[src/rtl/irda_tx_controller.sv]
// IrDA SIR transmit sequencer: frames one byte per handshake (start, LSB-first data, stop)
// and drives a 3/16-period return-to-zero pulse for every 0 bit, paced by baud_tick.
module irda_tx_controller #(
    parameter int DATA_BITS    = 8,
    parameter int PULSE_CYCLES = 244,
    parameter int PCNT_W       = 11
) (
    input  logic                 clk,
    input  logic                 reset,
    input  logic                 baud_tick,
    output logic                 baud_run,
    input  logic [DATA_BITS-1:0] tx_data,
    input  logic                 tx_valid,
    output logic                 tx_ready,
    output logic                 irda_out,
    output logic                 busy,
    output logic                 tx_done
);

    localparam int FRAME_W = DATA_BITS + 2;
    localparam int BCNT_W  = $clog2(DATA_BITS + 2);
    localparam logic [BCNT_W-1:0] LAST_BIT   = BCNT_W'(DATA_BITS + 1);
    localparam logic [PCNT_W-1:0] PULSE_LOAD = PCNT_W'(PULSE_CYCLES);

    typedef enum logic [1:0] {
        IDLE,
        ARM,
        SEND
    } state_t;

    state_t              state, state_next;
    logic [FRAME_W-1:0]  shreg, shreg_next;
    logic [BCNT_W-1:0]   bit_cnt, bit_cnt_next;
    logic [PCNT_W-1:0]   pcnt, pcnt_next;
    logic                done_next;

    assign tx_ready = (state == IDLE) && !reset;

    always_comb begin
        state_next   = state;
        shreg_next   = shreg;
        bit_cnt_next = bit_cnt;
        pcnt_next    = (pcnt != '0) ? pcnt - PCNT_W'(1) : '0;
        done_next    = 1'b0;

        unique case (state)
            IDLE: begin
                // A tick coinciding with the handshake is deliberately not used here.
                if (tx_valid && tx_ready) begin
                    shreg_next   = {1'b1, tx_data, 1'b0};
                    bit_cnt_next = '0;
                    state_next   = ARM;
                end
            end
            ARM: begin
                if (baud_tick) begin
                    state_next = SEND;
                    pcnt_next  = shreg[0] ? '0 : PULSE_LOAD;
                end
            end
            SEND: begin
                if (baud_tick) begin
                    if (bit_cnt == LAST_BIT) begin
                        state_next = IDLE;
                        done_next  = 1'b1;
                    end else begin
                        bit_cnt_next = bit_cnt + BCNT_W'(1);
                        shreg_next   = shreg >> 1;
                        // A tick over a still-running pulse restarts or clears it, never merges.
                        pcnt_next    = shreg[1] ? '0 : PULSE_LOAD;
                    end
                end
            end
            default: state_next = IDLE;
        endcase
    end

    always_ff @(posedge clk) begin
        if (reset) begin
            state    <= IDLE;
            bit_cnt  <= '0;
            pcnt     <= '0;
            irda_out <= 1'b0;
            baud_run <= 1'b0;
            busy     <= 1'b0;
            tx_done  <= 1'b0;
        end else begin
            state    <= state_next;
            bit_cnt  <= bit_cnt_next;
            pcnt     <= pcnt_next;
            irda_out <= (pcnt_next != '0);
            baud_run <= (state_next != IDLE);
            busy     <= (state_next != IDLE);
            tx_done  <= done_next;
        end
    end

    always_ff @(posedge clk) begin
        shreg <= shreg_next;
    end

endmodule

[config.mk]
export PLATFORM = sky130hd
export DESIGN_NAME = irda_tx_controller
export DESIGN_NICKNAME = d
export VERILOG_FILES = /design/src/rtl/irda_tx_controller.sv
export SDC_FILE = /design/constraint.sdc
export NUM_CORES = 1
export LEC_CHECK = 0
export BUFFER_PORTS_ARGS = -buffer_cell sky130_fd_sc_hd__buf_2
export CELL_PAD_IN_SITES_DETAIL_PLACEMENT = 1
export CELL_PAD_IN_SITES_GLOBAL_PLACEMENT = 1
export CORE_AREA = 2 2 85 87
export CTS_BUF_LIST = sky130_fd_sc_hd__clkbuf_16
export CTS_CLUSTER_SIZE = 40
export DETAILED_ROUTE_END_ITERATION = 10
export DIE_AREA = 0 0 87 89
export PLACE_DENSITY = 0.49
export SLEW_MARGIN = 15
export SYNTH_ARGS = -nofsm -noshare
export SYNTH_HDL_FRONTEND = slang
export SYNTH_SLANG_ARGS = --single-unit
[constraint.sdc]
create_clock -name clk -period 2.8 [get_ports clk]
set_input_delay 0.42 -clock clk [delete_from_list [all_inputs] [get_ports clk]]
set_output_delay 0.42 -clock clk [all_outputs]
set_load 0.1 [all_outputs]
==> summary.md, run 1 <==
| Metric | Value |
|---|---|
| Status | finished, final reports clean |
| Sequential-to-total area share from yosys stat | 43.75% |
| Initial antenna violation count | 0 |
| Site Rows | 30 |
| Maxcap violations | 0 |
| Slew of the pin with the lowest slew margin | 623.9 ps |
| Routed wire length | 3788 um |
| CP Launch Point | state[0] |
| Min cycle time layout | 2061 ps |
| Fill cells | 747 |
| Root buffer cell | clkbuf_16 |
| Largest net degree at the start of global routing | 14 |
| Slew HR | 58.41% |
| Final slew viol count | 0 |
| Cells after synthesis | 160 |
| Worst hold path endpoint | shreg[4] |
| Final setup viols | 0 |
| Dominant synthesized flop cell | dfxtp_1 |
| CTS sink count | 30 |
| Critical path depth | 7 |
| Vias per inst | 4.927 |
| Place WS | 744.9 ps |
| Post-synth cell types | 46 |
| Area delta synth->final | 22.11% |
| Hold Path Origin | tx_data[3] |
| Full die area | 7743 um2 |
| Achievable Freq | 0.4852 GHz |
| Remaining antenna violation count after routing | 0 |
| CP required | 2980 ps |
| Drt drc | 0 |
| Async S/R FF share, synth | 0% |
| Post-CTS Setup Bufs | 0 |
| Most frequent cells in the layout | 20 x dfxtp_1, 19 x nor2_1, 16 x buf_2, 10 x edfxtp_1 |
| Initial DRC Count | 9 |
| Gpl congestion | 0.7888 |
| Post_cts resized | 0 |
| CP Capture Type | register |
| First-pass detailed-route iteration total | 4 |
| Most common cell after layout, fill and taps aside | dfxtp_1 |
| Class of the worst hold path | input pin to register |
| Area of the core | 6719 um2 |
| Total number of vias | 1,276 |
| Max stage delay cell, worst path | o221ai_1 |
| Slowest stage delay, CP | 450 ps |
| Port Buffers | 16 |
| Startpoint Class | register |
| CTS tree | built |
| Hold Fails Final Rpt | 0 |
| Share of cells above drive strength 1 | 22.91% |
| Syn_area_per_cell | 10.01 um2 |
| Final cell count without fillers | 259 |
| R2R setup slack | 740 ps |
| Max Buffers Root-to-Sink | 2 |
| Clock transition at path regs | 60 ps |
| Final setup margin | 739.1 ps |
| Crit path DAT | 2240 ps |
| Worst Clk Skew | 7.770 ps |
| TritonCTS buffer count | 5 |
| Starting density of the core | 23.84% |
| Ports | 17 |
| Static Leak | 0.7396 nW |
| Detail Placement HPWL | 2918 um |
| TNS Setup | 0 ps |
| Crit share post-route | 73.60% |
| Worst R2R End | irda_out |
| IR Drop Worst-Case VDD | 0.3234 mV |
| CP top delay family | compound AO/OA/AOI/OAI gates |
| Crit path buffers/inverters | 2 |
| Die width | 87 um |
| Hold slack | 451.1 ps |
| Number of synthesized flops with an enable pin | 10 |
| Htree depth | 2 |
| Drt wl/cell | 14.63 um |
| Worst reg-to-reg path cell count | 7 |
| RSZ-0062 raised after global routing | false |
| Critical Path, Cell by Cell | inv_1, ha_1, clkinv_1, o221ai_1, o21ai_0, o311a_1, o32ai_1 |
| Area of the mapped netlist | 1602 um2 |
| Vias in the first global route | 1,363 |
| R2R Path Start | state[0] |
| ANT cells | 0 |
| Seq cells post-synth | 30 |
| Syn Nets | 179 |
| PD cells | 1182 nW/um2 |
| Aggregate global-route resource usage | 10.55% |
| Yosys warns | 0 |
| Crit Path Class | register to register |
| Hold buffers post-CTS | 0 |
| Clk_lat worst skew | 270 ps |
| Hold depth | 2 |
| Worst-path fanout max | 9 |
| Post-Place Cells | 251 |
| First-pass GRT wire length | 6285 um |
| Chip height | 89 um |
| Final net count | 197 |
| GRT overflow | 0 |
==> per-stage QoR <==
step | total power, W | instance area [um2] | util, %
6_report | 0.002312 | 1956 | 29.11
5_1_grt | 0.002455 | 1956 | 29.11
4_1_cts | 0.002337 | 1956 | 29.11
3_5_place_dp | 0.001626 | 1767 | 26.29
3_3_place_gp | 0.001607 | 1767 | 26.29
2_1_floorplan | 0.001421 | 1602 | -
==> worst max-delay path by stage <==
stage / endpoint / slack, ps
after floorplan: tx_ready / 410
after global placement: irda_out / 790
after detailed placement: irda_out / 740
after CTS: irda_out / 710
after global routing: bit_cnt[0] / 560
final: irda_out / 740
==> worst register-to-register path, delay by kind of cell (launching register included) <==
kind | cells | cell delay (ps)
buf+inv | 2 | 310
fa+ha+maj | 1 | 170
flops | 1 | 330
compound gates | 4 | 1150
==> synthesized netlist by cell type (all sizes together), types with 2 or more instances <==
cell	instances	share of area (%)
nor4	6	3.3
nor2b	3	1.2
nand3	3	0.94
buf	2	0.70
o31ai	2	0.94
nor3	3	0.94
xnor2	5	2.7
o311a	2	1.3
a211oi	3	1.4
nand3b	2	0.94
edfxtp	10	19
o21ai	3	0.94
ha	7	5.5
clkbuf	5	1.2
xor2	3	1.6
or4	2	1.4
o221ai	2	1.1
nand2	7	1.6
nand2b	3	1.2
nor2	19	4.5
a21oi	9	2.8
nor3b	2	0.94
o32ai	2	1.6
o21bai	2	0.94
o31a	2	1.1
inv	6	1.4
mux2	9	6.3
or2	2	0.78
dfxtp	20	25
==> state kept, by name (all words and copies together), names as in the netlist <==
register and cells:
state 2, tx_done 1, shreg 10, busy 1, irda_out 1, pcnt 11
bit_cnt 4
==> layer usage <==
layer | wire, um | GRT usage [%] | up-vias
met4 | 61 | 4.545 | 0
met2 | 1891 | 17.70 | 26
met5 | 0 | 0 | -
met3 | 159 | 3.232 | 6
met1 | 1675 | 12.51 | 620
li1 | - | - | 624
==> kinds of logic (layout without fill, tap and decap cells) <==
group,Yosys count,count (layout),synth area share [%]
xor+xnor,8,8,4.375
flops,30,30,43.75
compound gates,35,35,16.48
mux,9,9,6.328
buf+inv,14,33,3.515
simple gates,57,57,20.08
fa+ha+maj,7,7,5.469
==> final cells by class <==
| cell class | instances | area, um2 | area share, % |
|---|---|---|---|
| Clock buffer | 5 | 125.1 | 6.398 |
| Clock inverter | 3 | 63.81 | 3.263 |
| Inverter | 7 | 26.28 | 1.344 |
| Multi-Input combinational cell | 116 | 844.6 | 43.19 |
| Sequential cell | 30 | 700.7 | 35.83 |
| Tap cell | 80 | 100.1 | 5.118 |
| Timing Repair Buffer | 18 | 95.09 | 4.862 |
==> report_power, final <==
| part | switching (W) | internal [W] |
|---|---|---|
| sequential | 0.000124 | 0.000543 |
| clock | 0.000185 | 0.000506 |
| combinational | 0.000554 | 0.000401 |
| total | 0.000862 | 0.00145 |
(Power assumes the default switching activity.)
==> run 2, diff against run 1 <==
==> constraint.sdc (replaced) <==
create_clock -name clk -period 1.9 [get_ports clk]
set_input_delay 0.285 -clock clk [delete_from_list [all_inputs] [get_ports clk]]
set_output_delay 0.285 -clock clk [all_outputs]
set_load 0.1 [all_outputs]
==> run 2 against run 1 <==
Core utilization grew 1.1 points; routed wire length increased by 5.6%; setup slack got worse by 670 ps; power is 44% higher; design area grew 3.6%; combinational power grew 68%; register-to-register slack got worse by 670 ps; sequential share of layout area down 1.2 points; first-iteration DRC count rose to 5.8 times the previous value; die area unchanged; critical path type unchanged.
==> summary.md, run 2 (synthesis gave the netlist of run 1 again) <==
| Metric | Value |
|---|---|
| GRT overflow | 0 |
| Slew HR | 67.71% |
| Full die area | 7743 um2 |
| Critical Path, Cell by Cell | or4_4, o31a_1, o32ai_2, o311a_1, o32ai_1 |
| Hold Fails Final Rpt | 0 |
| Aggregate global-route resource usage | 11.39% |
| Max stage delay cell, worst path | or4_4 |
| RSZ-0062 raised after global routing | false |
| Gpl congestion | 0.8123 |
| Hold Path Origin | tx_data[5] |
| Area of the core | 6719 um2 |
| Worst reg-to-reg path cell count | 5 |
| Worst Setup EP | irda_out |
| CP Launch Point | pcnt[2] |
| Most frequent cells in the layout | 19 x dfxtp_1, 17 x nor2_1, 15 x buf_2, 15 x buf_4, 10 x edfxtp_1 |
| Ports | 17 |
| Worst-path fanout max | 6 |
| Largest regs | pcnt (11), shreg (10), bit_cnt (4) |
| Max reg flops | 11 |
| First-pass GRT wire length | 6851 um |
| Vias in the first global route | 1,415 |
| Crit share post-route | 96.22% |
| Area of the multi-input gates | 862.1 um2 |
| Starting density of the core | 23.84% |
| Final setup viols | 0 |
| Drt drc | 0 |
| Initial antenna violation count | 0 |
| Detail Placement HPWL | 3026 um |
| Crit path DAT | 1960 ps |
| Maxcap violations | 0 |
| Worst R2R End | irda_out |
| Clk_lat worst skew | 270 ps |
| CTS tree | built |
| Largest Register | pcnt |
| ANT cells | 0 |
| Crit Path Class | register to register |
| First-pass detailed-route iteration total | 4 |
| R2R setup slack | 70 ps |
| Placed cell area | 1869 um2 |
| R2R Path Start | pcnt[2] |
| Chip height | 89 um |
| Final slew viol count | 0 |
| Site Rows | 30 |
| CP Capture Type | register |
| Final instance area | 2027 um2 |
| Register area | 701.9 um2 |
| Port Buffers | 16 |
| Post-Place Cells | 264 |
| Most common cell after layout, fill and taps aside | dfxtp_1 |
| Clock transition at path regs | 50 ps |
| Drt wl/cell | 14.71 um |
| Largest net degree at the start of global routing | 13 |
| Routed wire length | 4000 um |
| Total number of vias | 1,314 |
| Share of cells above drive strength 1 | 31.77% |
| Startpoint Class | register |
| Fill cells | 758 |
| Die width | 87 um |
| Achievable Freq | 0.5470 GHz |
| Remaining antenna violation count after routing | 0 |
| Area delta synth->final | 26.56% |
| Slowest stage delay, CP | 550 ps |
| TritonCTS buffer count | 5 |
| PD cells | 1640 nW/um2 |
| Class of the worst hold path | input pin to register |
| CTS sink count | 30 |
| CP required | 2040 ps |
| Max Buffers Root-to-Sink | 2 |
| Final net count | 210 |
| Core Util, Final | 30.17% |
| Final Power | 0.003324 W |
| IR Drop Worst-Case VDD | 0.5198 mV |
| Root buffer cell | clkbuf_16 |
| Final cell count without fillers | 272 |
| Static Leak | 0.7811 nW |
| Vias per inst | 4.831 |
| Slew of the pin with the lowest slew margin | 487.7 ps |
| Status | finished, final reports clean |
| Min cycle time layout | 1828 ps |
| Worst Clk Skew | 2.995 ps |
| Htree depth | 2 |
| Initial DRC Count | 52 |
[run 2: cell types whose count changed in the layout (fill, tap and decap cells not counted), sizes merged]
cell / delta
inv: +1
buf: +12
clkbuf: +1
clkinvlp: +1
bufinv: -2
[run 2: worst min-delay path by stage]
stage | slack, ps | cells past startpoint | to
6_report | 320 | 2 | shreg[6]
3_3_place_gp | 430 | 1 | pcnt[0]
2_1_floorplan | 370 | 1 | state[0]
4_1_cts | 310 | 2 | shreg[4]
5_1_grt | 320 | 2 | shreg[4]
3_5_place_dp | 450 | 1 | pcnt[0]
[run 2: final cells by class]
| type | count | share of cell area [%] |
|---|---|---|
| Inverter | 7 | 1.296 |
| Clock inverter | 3 | 0.8025 |
| Tap cell | 80 | 4.938 |
| Timing Repair Buffer | 31 | 9.630 |
| Multi-Input combinational cell | 116 | 42.53 |
| Clock buffer | 5 | 6.173 |
| Sequential cell | 30 | 34.63 |
[run 2: routing by layer]
metal | GRT usage (%) | routed length, um | vias up
li1 | - | - | 654
met1 | 13.38 | 1804 | 633
met2 | 19.92 | 1989 | 16
met3 | 2.308 | 80 | 11
met4 | 5.398 | 125 | 0
met5 | 0 | 0 | -
[run 2: repair_timing]
| item | CTS | global route |
|---|---|---|
| gates resized for setup | 3 | 3 |
| endpoints found under the setup margin | 1 | 3 |
| setup buffers | 0 | 0 |
| pin swaps | 0 | 1 |
| hold buffers | 0 | 0 |
[run 2: power breakdown]
part	switching, W	internal, W
registers	0.000171	0.000803
clock network	0.000275	0.000477
logic	0.000861	0.000737
[run 2: critical path: cells and delay by family (launching register included)]
kind	cells	cell delay, ps
compound gates	4	790
simple gates	1	550
flops	1	360
[run 2: per-stage QoR]
| step | hold slack, ps | TNS [ps] | setup WS [ps] |
|---|---|---|---|
| floorplan | 370.8 | 0 | 104.8 |
| global placement | 432.8 | 0 | 81.81 |
| detailed placement | 452.1 | -0.3688 | -0.3688 |
| CTS | 311.1 | 0 | 26.93 |
| global route | 317.4 | 0 | 7.385 |
| finish | 316.7 | 0 | 71.88 |
